===== src/rtl/sum_block_accumulator.sv =====
// rtl/sum_block_accumulator.sv - accumulates COUNT sum samples into a block total and block maximum
module sum_block_accumulator #(
  parameter int WIDTH = 8,
  parameter int COUNT = 4,
  localparam int ACC_W = WIDTH + $clog2(COUNT)
) (
  input  logic             i_clk,
  input  logic             i_rst,
  input  logic             i_en,
  input  logic             i_clear,
  input  logic [WIDTH-1:0] i_in_data,
  input  logic             i_in_valid,
  output logic             o_in_ready,
  output logic [ACC_W-1:0] o_out_sum,
  output logic [WIDTH-1:0] o_out_max,
  output logic             o_out_valid,
  input  logic             i_out_ready
);

  localparam int CNT_W = $clog2(COUNT);

  typedef enum logic [1:0] {
    S_IDLE  = 2'd0,
    S_ACCUM = 2'd1,
    S_HOLD  = 2'd2
  } state_t;

  state_t             r_state;
  state_t             w_next;
  logic [ACC_W-1:0]   r_acc;
  logic [WIDTH-1:0]   r_max;
  logic [CNT_W-1:0]   r_cnt;
  logic [ACC_W-1:0]   r_out_sum;
  logic [WIDTH-1:0]   r_out_max;
  logic               w_xfer;
  logic               w_last;
  logic [ACC_W-1:0]   w_sum;
  logic [WIDTH-1:0]   w_max;

  assign w_last = (r_cnt == CNT_W'(COUNT - 1));
  assign w_sum  = r_acc + {{(ACC_W-WIDTH){1'b0}}, i_in_data};
  // The first sample of a block seeds the maximum regardless of stale state.
  assign w_max  = ((r_cnt == '0) || (i_in_data > r_max)) ? i_in_data : r_max;

  // State register.
  always_ff @(posedge i_clk or posedge i_rst) begin
    if (i_rst) begin
      r_state <= S_IDLE;
    end else begin
      r_state <= w_next;
    end
  end

  // Next-state and handshake outputs; in_ready depends only on state, en and clear.
  always_comb begin
    w_next      = r_state;
    o_in_ready  = 1'b0;
    o_out_valid = 1'b0;
    w_xfer      = 1'b0;
    case (r_state)
      S_IDLE: begin
        if (i_en) w_next = S_ACCUM;
      end
      S_ACCUM: begin
        o_in_ready = i_en & ~i_clear;
        w_xfer     = o_in_ready & i_in_valid;
        if (!i_en) begin
          w_next = S_IDLE;
        end else if (w_xfer && w_last) begin
          w_next = S_HOLD;
        end
      end
      S_HOLD: begin
        o_out_valid = 1'b1;
        if (i_out_ready) w_next = i_en ? S_ACCUM : S_IDLE;
      end
      default: begin
        w_next = S_IDLE;
      end
    endcase
  end

  // Accumulator, running maximum, sample count and the registered block result.
  always_ff @(posedge i_clk or posedge i_rst) begin
    if (i_rst) begin
      r_acc     <= '0;
      r_max     <= '0;
      r_cnt     <= '0;
      r_out_sum <= '0;
      r_out_max <= '0;
    end else if (i_clear && (r_state != S_HOLD)) begin
      r_acc <= '0;
      r_max <= '0;
      r_cnt <= '0;
    end else if (w_xfer) begin
      if (w_last) begin
        r_out_sum <= w_sum;
        r_out_max <= w_max;
        r_acc     <= '0;
        r_max     <= '0;
        r_cnt     <= '0;
      end else begin
        r_acc <= w_sum;
        r_max <= w_max;
        r_cnt <= r_cnt + CNT_W'(1);
      end
    end
  end

  assign o_out_sum = r_out_sum;
  assign o_out_max = r_out_max;

endmodule


===== config.mk =====
export PLATFORM = sky130hd
export DESIGN_NAME = sum_block_accumulator
export DESIGN_NICKNAME = d
export VERILOG_FILES = /design/src/rtl/sum_block_accumulator.sv
export SDC_FILE = /design/constraint.sdc
export NUM_CORES = 1
export LEC_CHECK = 0
export CAP_MARGIN = 20
export CORE_UTILIZATION = 50
export DETAILED_ROUTE_END_ITERATION = 7
export DONT_BUFFER_PORTS = 1
export PLACE_DENSITY = 0.71
export RECOVER_POWER = 100
export SETUP_SLACK_MARGIN = 0.5
export SYNTH_ARGS = -nofsm -noshare
export SYNTH_HDL_FRONTEND = slang
export SYNTH_SLANG_ARGS = --single-unit

===== constraint.sdc =====
create_clock -name i_clk -period 2.47 [get_ports i_clk]
set_input_delay 0.494 -clock i_clk [delete_from_list [all_inputs] [get_ports i_clk]]
set_output_delay 0.494 -clock i_clk [all_outputs]
set_load 0.02 [all_outputs]

==> flow_metrics.env, run 1 <==
export IMPL_final_max_slew_viol_count=0
export IMPL_vias_per_cell=5.85
export IMPL_drt_total_wl_mm=6.23
export IMPL_hold_end="r_state[0]"
export IMPL_cts_tree="done"
export IMPL_fin_crit_sh_pct=87.9
export IMPL_grt_max_degree=41
export IMPL_dp_slack_ns=0.277
export IMPL_cp_required_ns=2.71
export IMPL_use_met2_pct=38.4
export IMPL_cts_buffers=5
export IMPL_finalWorstSetupSlack_ns=0.299
export IMPL_ant_nets=0
export IMPL_synth_cell_types=46
export IMPL_cts_root_buffer="clkbuf_8"
export IMPL_drtIter0Drc=181
export IMPL_synth_area_per_cell_um2=9.43
export IMPL_min_period_ns=2.17
export IMPL_synth_edff_count=0
export IMPL_start_util_pct=52.7
export IMPL_core_region_area_mm2=0.00482
export IMPL_place_inst=334
export IMPL_netlist_instances=269
export IMPL_crit_path_start_kind="flop"
export IMPL_layout_commonest_cell="nand2_1"
export IMPL_insertion_delay_ns=0.30
export IMPL_grt_first_pass_wirelength_mm=9.80
export IMPL_grt_antenna_before_repair=0
export IMPL_cts_sink_count=40
export IMPL_yosysWarningCount=0
export IMPL_syn_nets=302
export IMPL_worst_r2r_cell_count=9
export IMPL_grt_total_usage_pct=24.1
export IMPL_drtPass1Iterations=4
export IMPL_finalNonFillerCells=361
export IMPL_finalSetupViolCount=0
export IMPL_fin_skew_ns=0.0101
export IMPL_netlist_area_mm2=0.00254
export IMPL_ys_flop_type="dfrtp_1"
export IMPL_grt_pass1_vias=1988
export IMPL_hold_path_class="input port to flop"
export IMPL_timing_rr_start="r_max[5]"
export IMPL_numPortBuffers=0
export IMPL_layout_common_cells="nand2_1 (41), dfrtp_1 (40), inv_1 (21), buf_4 (21)"
export IMPL_n_fill_cell=429
export IMPL_critPathMaxStageDelay_ns=0.50
export IMPL_final_util_pct=60.5
export IMPL_cp_max_fo=7
export IMPL_finalPower_uw=1320
export IMPL_hold_violations=0
export IMPL_endpoint_kind="flop"
export IMPL_synth_top_area_cell="dfrtp_1"
export IMPL_tns_ns=0
export IMPL_cpMaxStageDelayCell="or3_1"
export IMPL_io_pins=34
export IMPL_dp_hpwl_mm=4.21
export IMPL_p_leak_uw=0.00133
export IMPL_vias=2111
export IMPL_die_x_um=73.2
export IMPL_arrival_ns=2.41
export IMPL_grtUsageMet3_pct=4.28
export IMPL_die_height_um=73.2
export IMPL_dieArea_mm2=0.00536
export IMPL_synth_top_cell_area_share_pct=39.4
export IMPL_irDropWorstVdd_uv=245
export IMPL_max_clock_path_buffers=2
export IMPL_rsz0062_at_grt="yes"
export IMPL_wl_per_cell_um=17.3
export IMPL_r2r_end="o_out_max[2]"
export IMPL_power_density_mw_per_mm2=454
export IMPL_final_nets=326
export IMPL_final_layout_size_suffix_gt1_share_pct=19.0
export IMPL_row_count=25
export IMPL_critPathBufInv=3
export IMPL_synth_seq_cells=40
export IMPL_relSlewSlack_pct=31.0
export IMPL_worstHoldStart="i_en"
export IMPL_ff2ff_setup_slack_ns=0.30
export IMPL_syn2layout_area_growth_pct=14.9
export IMPL_grt_ovfl_total=0
export IMPL_gr_usage_met1_pct=34.1
export IMPL_ys_top_cells_by_area="dfrtp_1 (39%), ha_1 (8.9%), nand2_1 (6.1%)"
export IMPL_hold_depth=1
export IMPL_max_cap_viol_count=0
export IMPL_gp_congestion=0.865
export IMPL_worstMarginPinSlew_ns=1.04
export IMPL_critical_path_cell_chain="inv_2, ha_4, nand4_1, or3_1, nand2_1, clkbuf_4, buf_4, o211ai_1, nand3_1"
export IMPL_status="finished clean"
export IMPL_criticalPathCategory="flop to flop"
export IMPL_cpLargestDelayFamily="simple AND/OR/NAND/NOR gates"
export IMPL_async_reset_ff_share_pct=100
export IMPL_diodes=0
export IMPL_clk_pin_slew_ns=0.08
export IMPL_ys_seq_area_share_pct=39.4
export IMPL_max_freq_mhz=461
export IMPL_h_tree_depth=2
export IMPL_grt_busiest_layer="met2"
export IMPL_drc=0
## final cells by class
cell class | count | area (um2) | area share (%)
Clock buffer | 8 | 90.1 | 3.09
Inverter | 23 | 86.3 | 2.96
Multi-Input combinational cell | 195 | 1450 | 49.7
Sequential cell | 40 | 1000 | 34.3
Tap cell | 67 | 83.8 | 2.87
Timing Repair Buffer | 28 | 205 | 7.04
## logic make-up after synthesis
kind of cell | Yosys count | synth area share (%)
AO/OA/AOI/OAI | 71 | 22.3
XOR/XNOR | 5 | 1.73
adder cells (fa/ha/maj) | 19 | 9.66
buffers and inverters | 34 | 5.92
flip-flops | 40 | 39.4
multiplexers | 6 | 2.56
AND/OR/NAND/NOR | 94 | 18.3
## synth_stat cells, types with 3 or more instances
| cell type | count |
|---|---|
| nor3_1 | 3 |
| dfrtp_1 | 40 |
| a22o_1 | 6 |
| nor2_1 | 11 |
| nand2_1 | 41 |
| xnor2_1 | 4 |
| a21oi_1 | 13 |
| mux2_2 | 4 |
| inv_1 | 23 |
| or3_1 | 3 |
| a31oi_1 | 3 |
| ha_1 | 18 |
| nand4_1 | 3 |
| nand3_1 | 11 |
| nor2b_1 | 5 |
| nand2b_1 | 4 |
| o21ai_0 | 9 |
| o2111ai_1 | 8 |
| o221ai_2 | 8 |
| o211ai_1 | 13 |
| buf_2 | 6 |
| clkbuf_1 | 3 |
## registers in the layout, indices dropped and copies added, names as in the netlist
register,cells
o_out_max,8
r_acc,10
o_out_sum,10
r_max,8
r_state,2
r_cnt,2
## power breakdown
part,switching (uW),internal (uW)
clock network,225,228
registers,13.7,667
logic,110,80.1
total,349,975
## stage by stage
step                hold WS [ns]  instance area [um2]
floorplan                  0.462                 2600
global placement           0.484                 2710
detailed placement         0.486                 2710
CTS                        0.228                 2840
global route               0.342                 2920
finish                     0.353                 2920
## routing by layer
layer / vias to the layer above / part of all wire [%] / routed length [um]
li1: 1027 / - / -
met1: 1001 / 45 / 2770
met2: 74 / 48 / 2980
met3: 9 / 6.4 / 400
met4: 0 / 1.3 / 79
met5: - / 0 / 0
## repair_timing
item | 4_1_cts | 5_1_grt
pin swaps | 4 | 13
gates cloned | 0 | 0
gates resized for setup | 5 | 12
setup buffers | 2 | 17
hold buffers | 0 | 0
setup endpoints to repair | 17 | 20
## how the worst max path moves through the flow
stage,from,endpoint,slack [ns],cells after the start
floorplan,i_in_data[6],r_max[0],0.38,8
global placement,r_max[5],r_max[3],0.34,7
detailed placement,r_max[5],r_max[0],0.28,7
CTS,r_max[6],r_max[6],0.50,7
global route,r_max[7],o_out_max[2],0.19,9
finish,r_max[5],o_out_max[2],0.30,9
No activity file was read; power rests on OpenSTA's default activity.
==> run 2, diff against run 1 <==
--- a/config.mk
+++ b/config.mk
@@ -5,6 +5,7 @@
 export SDC_FILE = /design/constraint.sdc
 export NUM_CORES = 1
 export LEC_CHECK = 0
+export ABC_AREA = 1
 export CAP_MARGIN = 20
 export CORE_UTILIZATION = 50
 export DETAILED_ROUTE_END_ITERATION = 7
==> run 2 against run 1 <==
  * The run now ends with design-rule violations left
  * Sequential power up 1%
  * Core utilization down 5.0 points
  * Die area decreased by 6.7%
  * Critical path depth stayed put
  * Register-to-register slack better by 0.15 ns
  * Final area fell by 15%
  * Combinational power shrank 3%
  * Critical path type unchanged
  * Setup slack improved by 0.15 ns
  * Routed wire length down 21%
==> flow_metrics.env, run 2 <==
export IMPL_power_density_mw_per_mm2=545
export IMPL_numPortBuffers=0
export IMPL_regArea_mm2=0.00100
export IMPL_max_clock_path_buffers=2
export IMPL_vias_per_cell=5.40
export IMPL_synth_top_area_cell="dfrtp_1"
export IMPL_cts_root_buffer="clkbuf_8"
export IMPL_grt_total_usage_pct=21.9
export IMPL_postCtsHoldBufs=0
export IMPL_tns_ns=0
export IMPL_cp_required_ns=2.64
export IMPL_yosysWarningCount=0
export IMPL_dpl_cell_area_mm2=0.00238
export IMPL_status="complete, but fails checks"
export IMPL_critPathMaxStageDelay_ns=0.41
export IMPL_cpLargestDelayFamily="adder cells"
export IMPL_irDropWorstVdd_uv=243
export IMPL_min_period_ns=2.02
export IMPL_fin_area_mm2=0.00247
export IMPL_gp_congestion=0.943
export IMPL_ys_flop_type="dfrtp_1"
export IMPL_yosysMostFrequentCell="nand2_1"
export IMPL_cts_sink_count=40
export IMPL_final_layout_size_suffix_gt1_share_pct=6.85
export IMPL_dp_hpwl_mm=3.51
export IMPL_post_cts_buffers=0
export IMPL_dieArea_mm2=0.00501
export IMPL_synth_cell_types=31
export IMPL_finalSetupViolCount=0
export IMPL_syn2layout_area_growth_pct=4.45
export IMPL_criticalPathCategory="flop to flop"
export IMPL_diodes=0
export IMPL_start_util_pct=53.2
export IMPL_arrival_ns=2.19
export IMPL_ys_top_cells_by_area="dfrtp_1 (42%), nand2_1 (14%), ha_1 (9.5%)"
export IMPL_synth_common_cells="nand2_1 (91), dfrtp_1 (40), inv_1 (37)"
export IMPL_cts_tree="done"
export IMPL_drt_total_wl_mm=4.91
export IMPL_violations="design-rule violations"
export IMPL_die_x_um=70.8
export IMPL_cts_buffers=5
export IMPL_netlist_instances=289
export IMPL_fin_skew_ns=0.00169
export IMPL_syn_nets=322
export IMPL_grt_first_pass_wirelength_mm=8.54
export IMPL_multi_input_area_mm2=0.00115
export IMPL_crit_path_start_kind="flop"
export IMPL_clk_pin_slew_ns=0.07
export IMPL_final_max_slew_viol_count=0
export IMPL_grt_max_degree=41
export IMPL_critPathBufInv=1
export IMPL_hold_end="r_state[0]"
export IMPL_max_cap_viol_count=0
export IMPL_hold_path_class="input port to flop"
export IMPL_grt_ovfl_total=0
export IMPL_max_freq_mhz=495
export IMPL_die_height_um=70.8
export IMPL_finalPower_uw=1350
export IMPL_wl_per_cell_um=14.3
export IMPL_vias=1859
export IMPL_p_leak_uw=0.00137
export IMPL_hold_depth=2
export IMPL_ant_nets=0
export IMPL_n_fill_cell=416
export IMPL_relSlewSlack_pct=33.9
export IMPL_final_nets=325
export IMPL_ys_seq_area_share_pct=42.4
export IMPL_r2r_end="r_acc[8]"
export IMPL_h_tree_depth=2
export IMPL_async_reset_ff_share_pct=100
export IMPL_layout_commonest_cell="nand2_1"
export IMPL_fin_crit_sh_pct=81.8
export IMPL_core_region_area_mm2=0.00444
export IMPL_io_pins=34
export IMPL_rsz0062_at_grt="no"
export IMPL_grt_antenna_before_repair=0
export IMPL_endpoint_kind="flop"
export IMPL_row_count=24
export IMPL_grt_pass1_vias=1890
export IMPL_cpMaxStageDelayCell="fa_1"
export IMPL_synth_seq_cells=40
export IMPL_fin_hold_ws_ns=0.349
export IMPL_worstMarginPinSlew_ns=0.992
export IMPL_synth_top_cell_area_share_pct=42.4
export IMPL_hold_violations=0
export IMPL_worstHoldStart="i_en"
export IMPL_cp_max_fo=3
export IMPL_insertion_delay_ns=0.29
export IMPL_cts_resized=0
export IMPL_drc=5
export IMPL_ff2ff_setup_slack_ns=0.45
export IMPL_worst_r2r_cell_count=9
export IMPL_synth_edff_count=0
export IMPL_final_util_pct=55.5
export IMPL_timing_rr_start="r_acc[0]"
export IMPL_layout_common_cells="nand2_1 (90), dfrtp_1 (40), inv_1 (39)"
export IMPL_drtPass1Iterations=6
export IMPL_netlist_area_mm2=0.00236
export IMPL_drtIter0Drc=126
export IMPL_synth_area_per_cell_um2=8.18
export IMPL_critical_path_cell_chain="ha_1, inv_1, fa_1, o21ai_0, nand4_1, nand2_1, nand2_1, nand3_1, o21ai_0"
[run 2: worst reg2reg max path: stages (launching register included)]
cell	delay, ns
dfrtp_1	0.36
ha_1	0.17
inv_1	0.08
fa_1	0.41
o21ai_0	0.40
nand4_1	0.18
nand2_1	0.09
nand2_1	0.06
nand3_1	0.06
o21ai_0	0.08
[run 2: cells by family after synthesis]
| group | after synthesis | share of synthesized area (%) |
|---|---|---|
| AND/OR/NAND/NOR | 148 | 28.3 |
| buffers and inverters | 45 | 8.84 |
| AO/OA/AOI/OAI | 32 | 8.31 |
| adder cells (fa/ha/maj) | 19 | 10.4 |
| flip-flops | 40 | 42.4 |
| XOR/XNOR | 5 | 1.85 |
[run 2: layout make-up]
class / count / share of cell area [%]
Timing Repair Buffer: 1 / 0.203
Inverter: 40 / 6.08
Multi-Input combinational cell: 204 / 46.6
Clock buffer: 7 / 3.90
Tap cell: 52 / 2.64
Sequential cell: 40 / 40.5
[run 2: how the worst max path moves through the flow]
stage / from / end / slack (ns) / cells after the start
floorplan: i_in_data[0] / r_acc[8] / 0.67 / 9
global placement: i_in_data[0] / r_acc[8] / 0.57 / 9
detailed placement: i_in_data[0] / r_acc[8] / 0.46 / 9
CTS: r_acc[0] / r_acc[8] / 0.58 / 9
global route: r_state[1] / o_out_sum[6] / 0.26 / 8
finish: r_acc[0] / r_acc[8] / 0.45 / 9
[run 2: layer usage]
| metal | GRT usage [%] | vias to the layer above | wire length (um) |
|---|---|---|---|
| li1 | - | 931 | - |
| met2 | 37.4 | 38 | 2380 |
| met4 | 8.89 | 0 | 67 |
| met1 | 26.3 | 883 | 2220 |
| met3 | 5.84 | 7 | 238 |
| met5 | 0 | - | 0 |
[run 2: metrics by stage]
| stage | instances | setup WS, ns |
|---|---|---|
| CTS | 344 | 0.580 |
| floorplan | 289 | 0.669 |
| global route | 344 | 0.261 |
| global placement | 337 | 0.569 |
| finish | 344 | 0.449 |
| detailed placement | 337 | 0.462 |
[run 2: power by group]
group	switching [uW]	internal, uW
Combinational	123	61.6
Sequential	16.5	674
Clock	222	249
==> run 3, diff against run 2 <==
==> constraint.sdc (replaced) <==
create_clock -name i_clk -period 1.9 [get_ports i_clk]
set_input_delay 0.38 -clock i_clk [delete_from_list [all_inputs] [get_ports i_clk]]
set_output_delay 0.38 -clock i_clk [all_outputs]
set_load 0.02 [all_outputs]
==> run 3 against run 2 <==
  * The run still ends with design-rule violations left
  * Core utilization is 16 points higher
  * Sequential power is 31% higher
  * Clock-buffer cell count stayed put
  * Highest routed layer unchanged
==> flow_metrics.env, run 3 (synthesis gave the netlist of run 2 again) <==
export IMPL_final_layout_size_suffix_gt1_share_pct=35.9
export IMPL_worst_r2r_cell_count=7
export IMPL_h_tree_depth=2
export IMPL_ff2ff_setup_slack_ns=0.13
export IMPL_crit_path_start_kind="flop"
export IMPL_vias=2062
export IMPL_postCtsHoldBufs=0
export IMPL_max_clock_path_buffers=2
export IMPL_finalSetupViolCount=0
export IMPL_r2r_end="r_max[7]"
export IMPL_power_density_mw_per_mm2=601
export IMPL_netSwitchingFraction_pct=29.5
export IMPL_p_leak_uw=0.00157
export IMPL_final_max_slew_viol_count=0
export IMPL_cts_sink_count=40
export IMPL_grt_antenna_before_repair=0
export IMPL_layout_commonest_cell="nand2_1"
export IMPL_syn2layout_area_growth_pct=34.4
export IMPL_crit_start="r_state[0]"
export IMPL_cts_buffers=5
export IMPL_max_cap_viol_count=0
export IMPL_violations="design-rule violations"
export IMPL_drtIter0Drc=146
export IMPL_p_int_uw=1350
export IMPL_irDropWorstVdd_uv=328
export IMPL_die_height_um=70.8
export IMPL_grt_first_pass_wirelength_mm=9.55
export IMPL_relSlewSlack_pct=33.2
export IMPL_cp_required_ns=2.14
export IMPL_cts_tree="done"
export IMPL_diodes=0
export IMPL_dp_hpwl_mm=3.73
export IMPL_worstMarginPinSlew_ns=1.00
export IMPL_finalPower_uw=1910
export IMPL_grt_total_usage_pct=25.2
export IMPL_drt_total_wl_mm=6.25
export IMPL_start_util_pct=53.2
export IMPL_insertion_delay_ns=0.30
export IMPL_comb_power_share_pct=21.2
export IMPL_clockPowerShare_pct=31.5
export IMPL_drtPass1Iterations=6
export IMPL_cp_max_fo=8
export IMPL_drc=4
export IMPL_numPortBuffers=0
export IMPL_tns_ns=0
export IMPL_hold_path_class="input port to flop"
export IMPL_cts_root_buffer="clkbuf_8"
export IMPL_endpoint_kind="flop"
export IMPL_seq_power_share_pct=47.4
export IMPL_row_count=24
export IMPL_wl_per_cell_um=16.7
export IMPL_clk_pin_slew_ns=0.08
export IMPL_gp_congestion=0.816
export IMPL_grt_ovfl_total=0
export IMPL_io_pins=34
export IMPL_die_x_um=70.8
export IMPL_layout_common_cells="nand2_1 (76), dfrtp_1 (40), inv_1 (29)"
export IMPL_final_nets=355
export IMPL_min_period_ns=1.77
export IMPL_fin_skew_ns=0.0107
export IMPL_timing_rr_start="r_state[0]"
export IMPL_vias_per_cell=5.50
export IMPL_rsz0062_at_grt="yes"
export IMPL_status="complete, but fails checks"
export IMPL_place_inst=342
export IMPL_crit_end="r_max[7]"
export IMPL_grt_pass1_vias=1993
export IMPL_power_switching_uw=563
export IMPL_ant_nets=0
export IMPL_grt_max_degree=41
export IMPL_fin_crit_sh_pct=93.2
export IMPL_max_freq_mhz=565
export IMPL_core_region_area_mm2=0.00444
export IMPL_criticalPathCategory="flop to flop"
export IMPL_hold_violations=0
export IMPL_dieArea_mm2=0.00501
export IMPL_finalNonFillerCells=375
export IMPL_arrival_ns=2.01
==> run 3: final cells by class <==
cell class                 count  area, um2
fill                         331       1270
timing repair inverter         2       20.0
multi-input combinational    205       1580
inverter                      40        155
clock buffer                   7       86.3
timing repair buffer          28        264
tap                           52       65.1
sequential                    40       1000
clock inverter                 1       7.51
==> run 3: worst min-delay path by stage <==
stage	startpoint	end	slack [ns]	depth (start not counted)
floorplan	r_max[2]	r_max[2]	0.45	2
finish	i_en	r_state[0]	0.24	2
CTS	i_rst	r_state[1]	0.10	2
global placement	i_rst	r_state[1]	0.42	2
detailed placement	i_rst	r_max[7]	0.43	2
global route	i_in_valid	r_cnt[1]	0.23	2
==> run 3: critical path, stage by stage, from the launching register on <==
cell and delay, ns:
dfrtp_1 0.43, nand3_1 0.17, nor2_4 0.22, nand2_1 0.26, nor2_4 0.30, buf_12 0.16, nand3_1 0.09, nand2_1 0.08
==> run 3: power groups by stage <==
stage / logic, uW / clock network [uW] / registers, uW
floorplan: 251 / 0 / 912
global placement: 303 / 0 / 916
detailed placement: 307 / 0 / 917
CTS: 365 / 612 / 903
global route: 443 / 644 / 906
finish: 404 / 601 / 904
==> run 3: per-stage QoR <==
| step | util [%] | hold slack, ns | setup slack (ns) | area, um2 |
|---|---|---|---|---|
| global placement | 60.6 | 0.425 | 0.245 | 2690 |
| global route | 71.5 | 0.234 | 0.0729 | 3180 |
| CTS | 69.4 | 0.102 | 0.211 | 3090 |
| detailed placement | 60.6 | 0.425 | 0.204 | 2690 |
| floorplan | - | 0.449 | 0.366 | 2630 |
| finish | 71.5 | 0.239 | 0.129 | 3180 |
==> run 3: layer usage <==
layer | routed length [um] | up-vias | global-route usage (%)
li1 | - | 999 | -
met1 | 2830 | 1004 | 33.2
met2 | 3030 | 51 | 40.7
met3 | 273 | 8 | 5.41
met4 | 116 | 0 | 10.0
met5 | 0 | - | 0
==> run 3: timing repair <==
action,4_1_cts,5_1_grt
endpoints found under the setup margin,40,41
pin swaps,28,29
setup buffers,11,11
cloned,2,1
gates resized for setup,39,23
